`src/rtl/pwm_drive_bank.sv`:
```
// pwm_drive_bank: one shared period counter feeding NCH PWM channels, each with a
// slew-limited duty ramp, a hard duty cap and a brake override.
module pwm_drive_bank #(
  parameter int NCH = 5,
  parameter int PERIOD = 625000,
  parameter int CW = 20,
  parameter int MAX_PCT = 80,
  parameter int RAMP_STEP = 5,
  localparam int CHW = NCH > 1 ? $clog2(NCH) : 1
) (
  input  logic               clk,
  input  logic               rst,
  input  logic               en,
  input  logic               brake,
  input  logic               wr_en,
  input  logic [CHW-1:0]     wr_ch,
  input  logic [6:0]         wr_duty,
  output logic [NCH-1:0]     pwm_out,
  output logic               period_tick,
  output logic [7*NCH-1:0]   cur_duty,
  output logic [NCH-1:0]     at_target
);
  localparam int STEP_CNT = PERIOD / 100;
  logic [CW-1:0] cnt;
  logic b;
  assign b = en && cnt == CW'(PERIOD - 1);
  always_ff @(posedge clk or posedge rst)
    if (rst) begin
      cnt <= '0;
      period_tick <= 1'b0;
    end else begin
      cnt <= (b || !en) ? '0 : cnt + CW'(1);
      period_tick <= b;
    end
  for (genvar c = 0; c < NCH; c++) begin : g_ch
    logic [6:0] tgt, cur, nxt;
    logic [7:0] up, down;
    logic [CW-1:0] thr;
    logic pwm;
    // down is only meaningful when cur > tgt, so the subtraction never wraps there
    assign up = {1'b0, cur} + 8'(RAMP_STEP);
    assign down = {1'b0, cur - tgt};
    assign nxt = cur < tgt ? (up < {1'b0, tgt} ? up[6:0] : tgt)
               : cur > tgt ? (down > 8'(RAMP_STEP) ? cur - 7'(RAMP_STEP) : tgt) : cur;
    always_ff @(posedge clk or posedge rst)
      if (rst) begin
        tgt <= '0;
        cur <= '0;
        thr <= '0;
        pwm <= 1'b0;
      end else begin
        if (wr_en && wr_ch == CHW'(c)) tgt <= wr_duty > 7'(MAX_PCT) ? 7'(MAX_PCT) : wr_duty;
        if (brake) begin
          cur <= '0;
          thr <= '0;
        end else if (b) begin
          cur <= nxt;
          thr <= CW'(nxt) * CW'(STEP_CNT);
        end
        pwm <= en && !brake && cnt < thr;
      end
    assign pwm_out[c] = pwm;
    assign cur_duty[7*c +: 7] = cur;
    assign at_target[c] = cur == tgt;
  end
endmodule

```
`config.mk`:
```
export PLATFORM = sky130hd
export DESIGN_NAME = pwm_drive_bank
export DESIGN_NICKNAME = d
export VERILOG_FILES = /design/src/rtl/pwm_drive_bank.sv
export SDC_FILE = /design/constraint.sdc
export NUM_CORES = 1
export LEC_CHECK = 0
export BUFFER_PORTS_ARGS = -buffer_cell sky130_fd_sc_hd__buf_4
export CORE_UTILIZATION = 70
export CTS_CLUSTER_DIAMETER = 200
export DETAILED_ROUTE_END_ITERATION = 7
export PLACE_DENSITY = 0.88
export SYNTH_ARGS = -nofsm -noshare
export SYNTH_HDL_FRONTEND = slang
export SYNTH_SLANG_ARGS = --single-unit
```
`constraint.sdc`:
```
create_clock -name clk -period 19.7 [get_ports clk]
set_input_delay 3.94 -clock clk [delete_from_list [all_inputs] [get_ports clk]]
set_output_delay 3.94 -clock clk [all_outputs]
set_load 0.02 [all_outputs]
```
==> impl_results.md, run 1 <==
- Outcome: complete, no violations
- Area fraction in compound gates after synthesis: 20.0%
- Syn Inst Count: 2405
- Critical path fanouts, max: 15
- WP data arrival: 7.86 ns
- All-layer global routing usage: 36.3%
- Peak supply drop: 0.158 mV
- XOR/XNOR share of the synthesized area: 5.23%
- Sum of negative setup slack: 0 ns
- Average wire per standard cell: 19.2 um
- Slowest library cell on the worst path: a2111oi_4
- R2r setup slk: 12.16 ns
- Most frequent cell on the critical path: ha_1
- Reg area: 4530 um^2
- Crit-path max cell delay: 0.77 ns
- Crit Reg-Reg Endpoint: g_ch[1].thr[18]
- Synthesized flop and latch total: 181
- Via-to-Cell Ratio: 6.52
- Placed Instances: 2762
- First drt pass iteration count: 6
- First-pass GRT wire length: 89.4 mm
- TritonCTS buffer count: 17
- Initial antenna violation count: 1
- CP bufs+invs: 2
- Core area: 28900 um^2
- Number of flops mapped to enable cells by yosys: 0
- IO Count: 61
- Clock Tree Root: clkbuf_16
- Largest net degree at the start of global routing: 112
- Final setup vio count: 0
- Worst-skew pair later-pin latency: 0.46 ns
- Post-route cell area: 22000 um^2
- Area post-placement: 21300 um^2
- Period utilization: 38.3%
- Setup bufs post-CTS: 0
- Height of the die: 174 um
- ANT nets after route: 0
- Cts hold-fix bufs: 0
- Worst min path class: flop to flop
- Post-DP HPWL: 39.8 mm
- Yosys Warn Count: 0
- Final nets: 2877
- Reg2reg start: g_ch[1].cur[0]
- Final Non-Filler Cells: 2794
- Total number of vias: 18200
- Hold Crit Endpoint: g_ch[4].thr[11]
- Hold Path Stages: 2
- Mapped cell area: 20800 um^2
- Synth Area in Simple Gates: 15.0%
- Post-synth top area cell: ha_1
- Mux cell area share after synthesis: 2.34%
- GPL Wtd Cong: 0.939
- PortBufs: 60
- CTS Sinks: 181
- Commonest non-fill, non-tap cell in the layout: ha_1
- Fmax achieved: 133 MHz
- CP endpoint kind: flop
- Final hold violations: 0
- Critical Setup Path Class: flop to flop
- Post-route clock skew: 0.0126 ns
- RSZ-0062 raised after global routing: false
- GRT overflow: 0
- # fillers: 2019
- Post-CTS resize count: 0
- Post-synth ARST share: 100%
- CTS max path bufs: 2
- MaxCap Viol Count: 0
- Top cells by area, synth: ha_1 (26%), dfrtp_1 (22%), inv_1 (4.4%)
- Most frequent cells in the layout: ha_1 (430), inv_1 (242), nand2_1 (225), dfrtp_1 (181), o21ai_0 (173)
- Die width: 174 um
- # diodes: 0
- Yosys cell types: 76
- Htree depth: 4
- Synth top area share: 25.9%
- Leakage: 10.9 nW
- Main combinational cell family by area after synthesis: adder cells
- Post-route minimum period: 7.54 ns
- Seq/Total Area, Yosys: 21.8%
- Crit path max-delay family: compound AO/OA/AOI/OAI gates
- Actual slew at the worst max-slew pin: 1.14 ns
- Hold path startpoint: g_ch[4].thr[11]
- Syn nets: 2885
- Synth Flop Type: dfrtp_1
- R2R depth: 25
- DR iter-0 viols: 1723
- Worst-path clk slew: 0.08 ns
- Max_slew headroom: 24.3%
- WL final: 53.7 mm
- Starting Density: 71.8%
- Die area: 30400 um^2
- CP required: 20.02 ns
- Cell Pwr Density: 131 nW/um^2
- Mean Syn Cell Area: 8.64 um^2
- Startpoint Class: flop
- Number of global-route vias before repair: 18300
- Fin. max-slew vios: 0
- Layout cells sized above 1: 6.02%
- FP Rows: 62
- Post-Synth Adder-Cell Area: 29.3%
- DRC: 0
- Layout overhead on the synthesized area: 5.91%
- CTS tree: yes
- Footprint of the multi-input gates: 14900 um^2
report_power, final:
group          total [mW]  leakage (nW)  switching, mW  internal, mW
Clock               0.388         0.310          0.162         0.226
Combinational        2.10          8.11           1.20         0.891
Sequential          0.404          2.49         0.0192         0.385
sequential cells by signal, summed over array words and instances (netlist names):
name         count
cnt             20
g_ch.cur        35
g_ch.pwm         5
g_ch.tgt        35
g_ch.thr        85
period_tick      1
worst reg2reg max path, delay by kind of cell, from the launching register on:
family	cells	cell delay, ns
AO/OA/AOI/OAI	11	3.26
XOR/XNOR	2	0.30
adder cells (fa/ha/maj)	7	2.20
buffers and inverters	2	0.23
flip-flops	1	0.53
multiplexers	1	0.25
AND/OR/NAND/NOR	2	0.66
synth_stat cells (11+ instances only):
library cell and count:
ha_1 430, inv_1 243, nand2_1 225, dfrtp_1 181, o21ai_0 173, a21oi_1 137
nor2_1 126, xnor2_1 75, clkbuf_1 65, a21o_1 52, xor2_1 49, nand3_1 45
mux2i_1 43, fa_1 35, nand2b_1 34, nor3_1 31, a211oi_1 29, nand4_1 28
o221ai_1 26, o21a_1 24, nor2b_1 21, a22o_1 20, a31oi_1 20, and2_1 18
o211ai_1 17, o21bai_1 17, buf_4 16, o31ai_1 15, or4_1 15, and3_1 13
or2_2 13, and4_1 11, nor3b_1 11
metrics by stage:
| stage | hold WS [ns] | setup slack, ns | power [mW] | utilization, % |
|---|---|---|---|---|
| 2_1_floorplan | 0.433 | 10.84 | 2.02 | - |
| 6_report | 0.482 | 12.16 | 2.89 | 76.0 |
| 4_1_cts | 0.474 | 12.27 | 2.87 | 76.0 |
| 5_1_grt | 0.496 | 11.59 | 3.17 | 76.0 |
| 3_5_place_dp | 0.464 | 12.28 | 2.44 | 73.8 |
| 3_3_place_gp | 0.455 | 12.66 | 2.36 | 73.8 |
kinds of logic after synthesis:
| kind of cell | after synthesis |
|---|---|
| simple gates | 632 |
| compound gates | 619 |
| fa+ha+maj | 465 |
| buf+inv | 336 |
| flops | 181 |
| xor+xnor | 124 |
| mux | 48 |
per-layer routing:
| metal | up-vias | global-route usage [%] | part of all wire, % |
|---|---|---|---|
| li1 | 8600 | - | - |
| met4 | 2 | 17.9 | 4.6 |
| met1 | 8662 | 46.0 | 41 |
| met3 | 179 | 5.47 | 7.5 |
| met5 | - | 0 | 0.022 |
| met2 | 776 | 60.2 | 47 |
area by class of cell:
type | instances | share of cell area, %
clock buffers | 17 | 1.93
multi-input cells | 1888 | 67.9
well taps | 384 | 2.18
inverters | 244 | 4.20
flip-flops and latches | 181 | 20.6
repair buffers | 65 | 2.22
clock inverters | 15 | 1.03
how the worst max path moves through the flow:
stage                   start         endpoint  slack [ns]  depth (start not counted)
6_report       g_ch[1].cur[0]  g_ch[1].thr[18]       12.16                         25
5_1_grt        g_ch[1].cur[0]  g_ch[1].thr[18]       11.59                         25
4_1_cts        g_ch[1].cur[0]  g_ch[1].thr[18]       12.27                         25
3_5_place_dp   g_ch[1].cur[0]  g_ch[1].thr[18]       12.28                         25
3_3_place_gp   g_ch[1].cur[0]  g_ch[1].thr[17]       12.66                         23
2_1_floorplan             rst           cnt[0]       10.84                          1
Power figures use the tool's default switching activity.
==> run 2: changes to the inputs <==
--- a/config.mk
+++ b/config.mk
@@ -6,10 +6,10 @@
 export NUM_CORES = 1
 export LEC_CHECK = 0
 export BUFFER_PORTS_ARGS = -buffer_cell sky130_fd_sc_hd__buf_4
-export CORE_UTILIZATION = 70
+export CORE_UTILIZATION = 59
 export CTS_CLUSTER_DIAMETER = 200
 export DETAILED_ROUTE_END_ITERATION = 7
-export PLACE_DENSITY = 0.88
+export PLACE_DENSITY = 0.79
 export SYNTH_ARGS = -nofsm -noshare
 export SYNTH_HDL_FRONTEND = slang
 export SYNTH_SLANG_ARGS = --single-unit
==> constraint.sdc (replaced) <==
create_clock -name clk -period 6.1 [get_ports clk]
set_input_delay 1.22 -clock clk [delete_from_list [all_inputs] [get_ports clk]]
set_output_delay 1.22 -clock clk [all_outputs]
set_load 0.02 [all_outputs]
==> impl_results.md, run 2 (synthesis gave the netlist of run 1 again) <==
- Outcome: finished, violations left
- Failing checks: setup timing
- Final setup vio count: 6
- Height of the die: 190 um
- R2r setup slk: -0.07 ns
- WP data arrival: 6.50 ns
- Max reg flops: 85
- Initial antenna violation count: 0
- Worst-path clk slew: 0.09 ns
- Crit-path max cell delay: 0.58 ns
- Largest register by flop count: g_ch.thr
- First drt pass iteration count: 6
- Dpl ws: -0.377 ns
- Fmax achieved: 162 MHz
- CP required: 6.43 ns
- Largest regs: g_ch.thr x85, g_ch.cur x35, g_ch.tgt x35
- Clock Tree Root: clkbuf_16
- CTS tree: yes
- CP endpoint kind: flop
- PortBufs: 60
- Slowest library cell on the worst path: fa_2
- Final hold violations: 0
- Number of global-route vias before repair: 19000
- All-layer global routing usage: 31.9%
- Cell Pwr Density: 481 nW/um^2
- Placed Instances: 3005
- ANT nets after route: 0
- Total number of vias: 19500
- Hold WS: 0.491 ns
- Post-route setup slack: -0.0670 ns
- Actual slew at the worst max-slew pin: 1.14 ns
- Worst min path class: flop to flop
- Sw frac: 46.7%
- Commonest non-fill, non-tap cell in the layout: ha_1
- Most frequent cell on the critical path: ha_4
- Worst-skew pair later-pin latency: 0.46 ns
- MaxCap Viol Count: 0
- Layout cells sized above 1: 22.2%
- Average wire per standard cell: 19.6 um
- RSZ-0062 raised after global routing: true
- Reg power frac: 10.5%
- Critical path fanouts, max: 5
- Int Pwr: 6.50 mW
- Startpoint Class: flop
- TritonCTS buffer count: 17
- Die area: 36000 um^2
- DRC: 0
- DR iter-0 viols: 1779
- Starting Density: 60.0%
- Critical Setup Path Class: flop to flop
- Htree depth: 4
- Psw: 5.68 mW
- Most frequent cells in the layout: ha_1 (379), buf_4 (289), inv_1 (226), nand2_1 (224), dfrtp_1 (178)
- Power Total: 12.2 mW
- GRT overflow: 0
- Final core occ: 73.1%
- Final nets: 3115
- Clock power share: 9.3%
- FP Rows: 68
- Period utilization: 101%
- Post-DP HPWL: 42.2 mm
- Max_slew headroom: 23.9%
- IO Count: 61
- Core area: 34600 um^2
- Post-route cell area: 25300 um^2
- Sum of negative setup slack: -0.260 ns
- CTS max path bufs: 2
- Leakage: 12.2 nW
- Final Non-Filler Cells: 3107
- Largest net degree at the start of global routing: 182
- Layout overhead on the synthesized area: 21.9%
- Peak supply drop: 0.525 mV
- GPL Wtd Cong: 0.938
- Die width: 190 um
- CTS Sinks: 181
- Area post-placement: 22900 um^2
- Fin. max-slew vios: 0
- Via-to-Cell Ratio: 6.27
- First-pass GRT wire length: 93.2 mm
- Post-route clock skew: 0.0142 ns
- Combinational power share: 80.1%
- WL final: 60.9 mm
- Post-route minimum period: 6.17 ns
[run 2: final cells by class]
cell class | count | area, um^2
Inverter | 244 | 920
Antenna cell | 5 | 12.5
Sequential cell | 181 | 4530
Clock buffer | 17 | 425
Clock inverter | 14 | 153
Tap cell | 455 | 569
Timing Repair Buffer | 303 | 2370
Multi-Input combinational cell | 1888 | 16300
Fill cell | 2401 | 9310
[run 2: power groups by stage]
stage / Sequential [mW] / Combinational [mW] / Clock [mW]
finish: 1.28 / 9.76 / 1.14
global route: 1.29 / 10.6 / 1.18
CTS: 1.28 / 8.17 / 1.14
detailed placement: 1.30 / 7.79 / 0
global placement: 1.30 / 7.50 / 0
floorplan: 1.30 / 5.47 / 0
[run 2: worst paths after layout]
| path | to | cells past startpoint | from |
|---|---|---|---|
| worst max-delay path | g_ch[1].thr[17] | 28 | g_ch[1].cur[0] |
| worst min-delay path | g_ch[3].thr[12] | 2 | g_ch[3].thr[12] |
| worst max register to register | g_ch[1].thr[17] | 28 | g_ch[1].cur[0] |
| worst min register to register | g_ch[3].thr[12] | 2 | g_ch[3].thr[12] |
| max in group asynchronous | g_ch[0].cur[1] | 3 | rst |
| min in group asynchronous | g_ch[1].cur[4] | 3 | rst |
[run 2: worst max-delay path, delay by kind of cell, from the launching register on]
family	cells	cell delay [ns]
simple gates	3	0.92
buf+inv	5	0.54
flops	1	0.41
xor+xnor	1	0.16
fa+ha+maj	7	1.92
mux	1	0.18
compound gates	11	1.88
[run 2: routing by layer]
| layer | up-vias | track usage, % | share of wire [%] |
|---|---|---|---|
| li1 | 9076 | - | - |
| met1 | 9386 | 40.3 | 40 |
| met2 | 812 | 54.8 | 49 |
| met3 | 201 | 4.24 | 6.8 |
| met4 | 0 | 13.0 | 3.9 |
| met5 | - | 0 | 0 |
[run 2: timing repair]
item / 4_1_cts / 5_1_grt
setup endpoints to repair: 31 / 48
gates resized for setup: 68 / 217
hold buffers: 0 / 0
pin swaps: 8 / 108
buffers inserted: 13 / 50
cloned: 1 / 4
endpoints found under the hold margin: 0 / 0
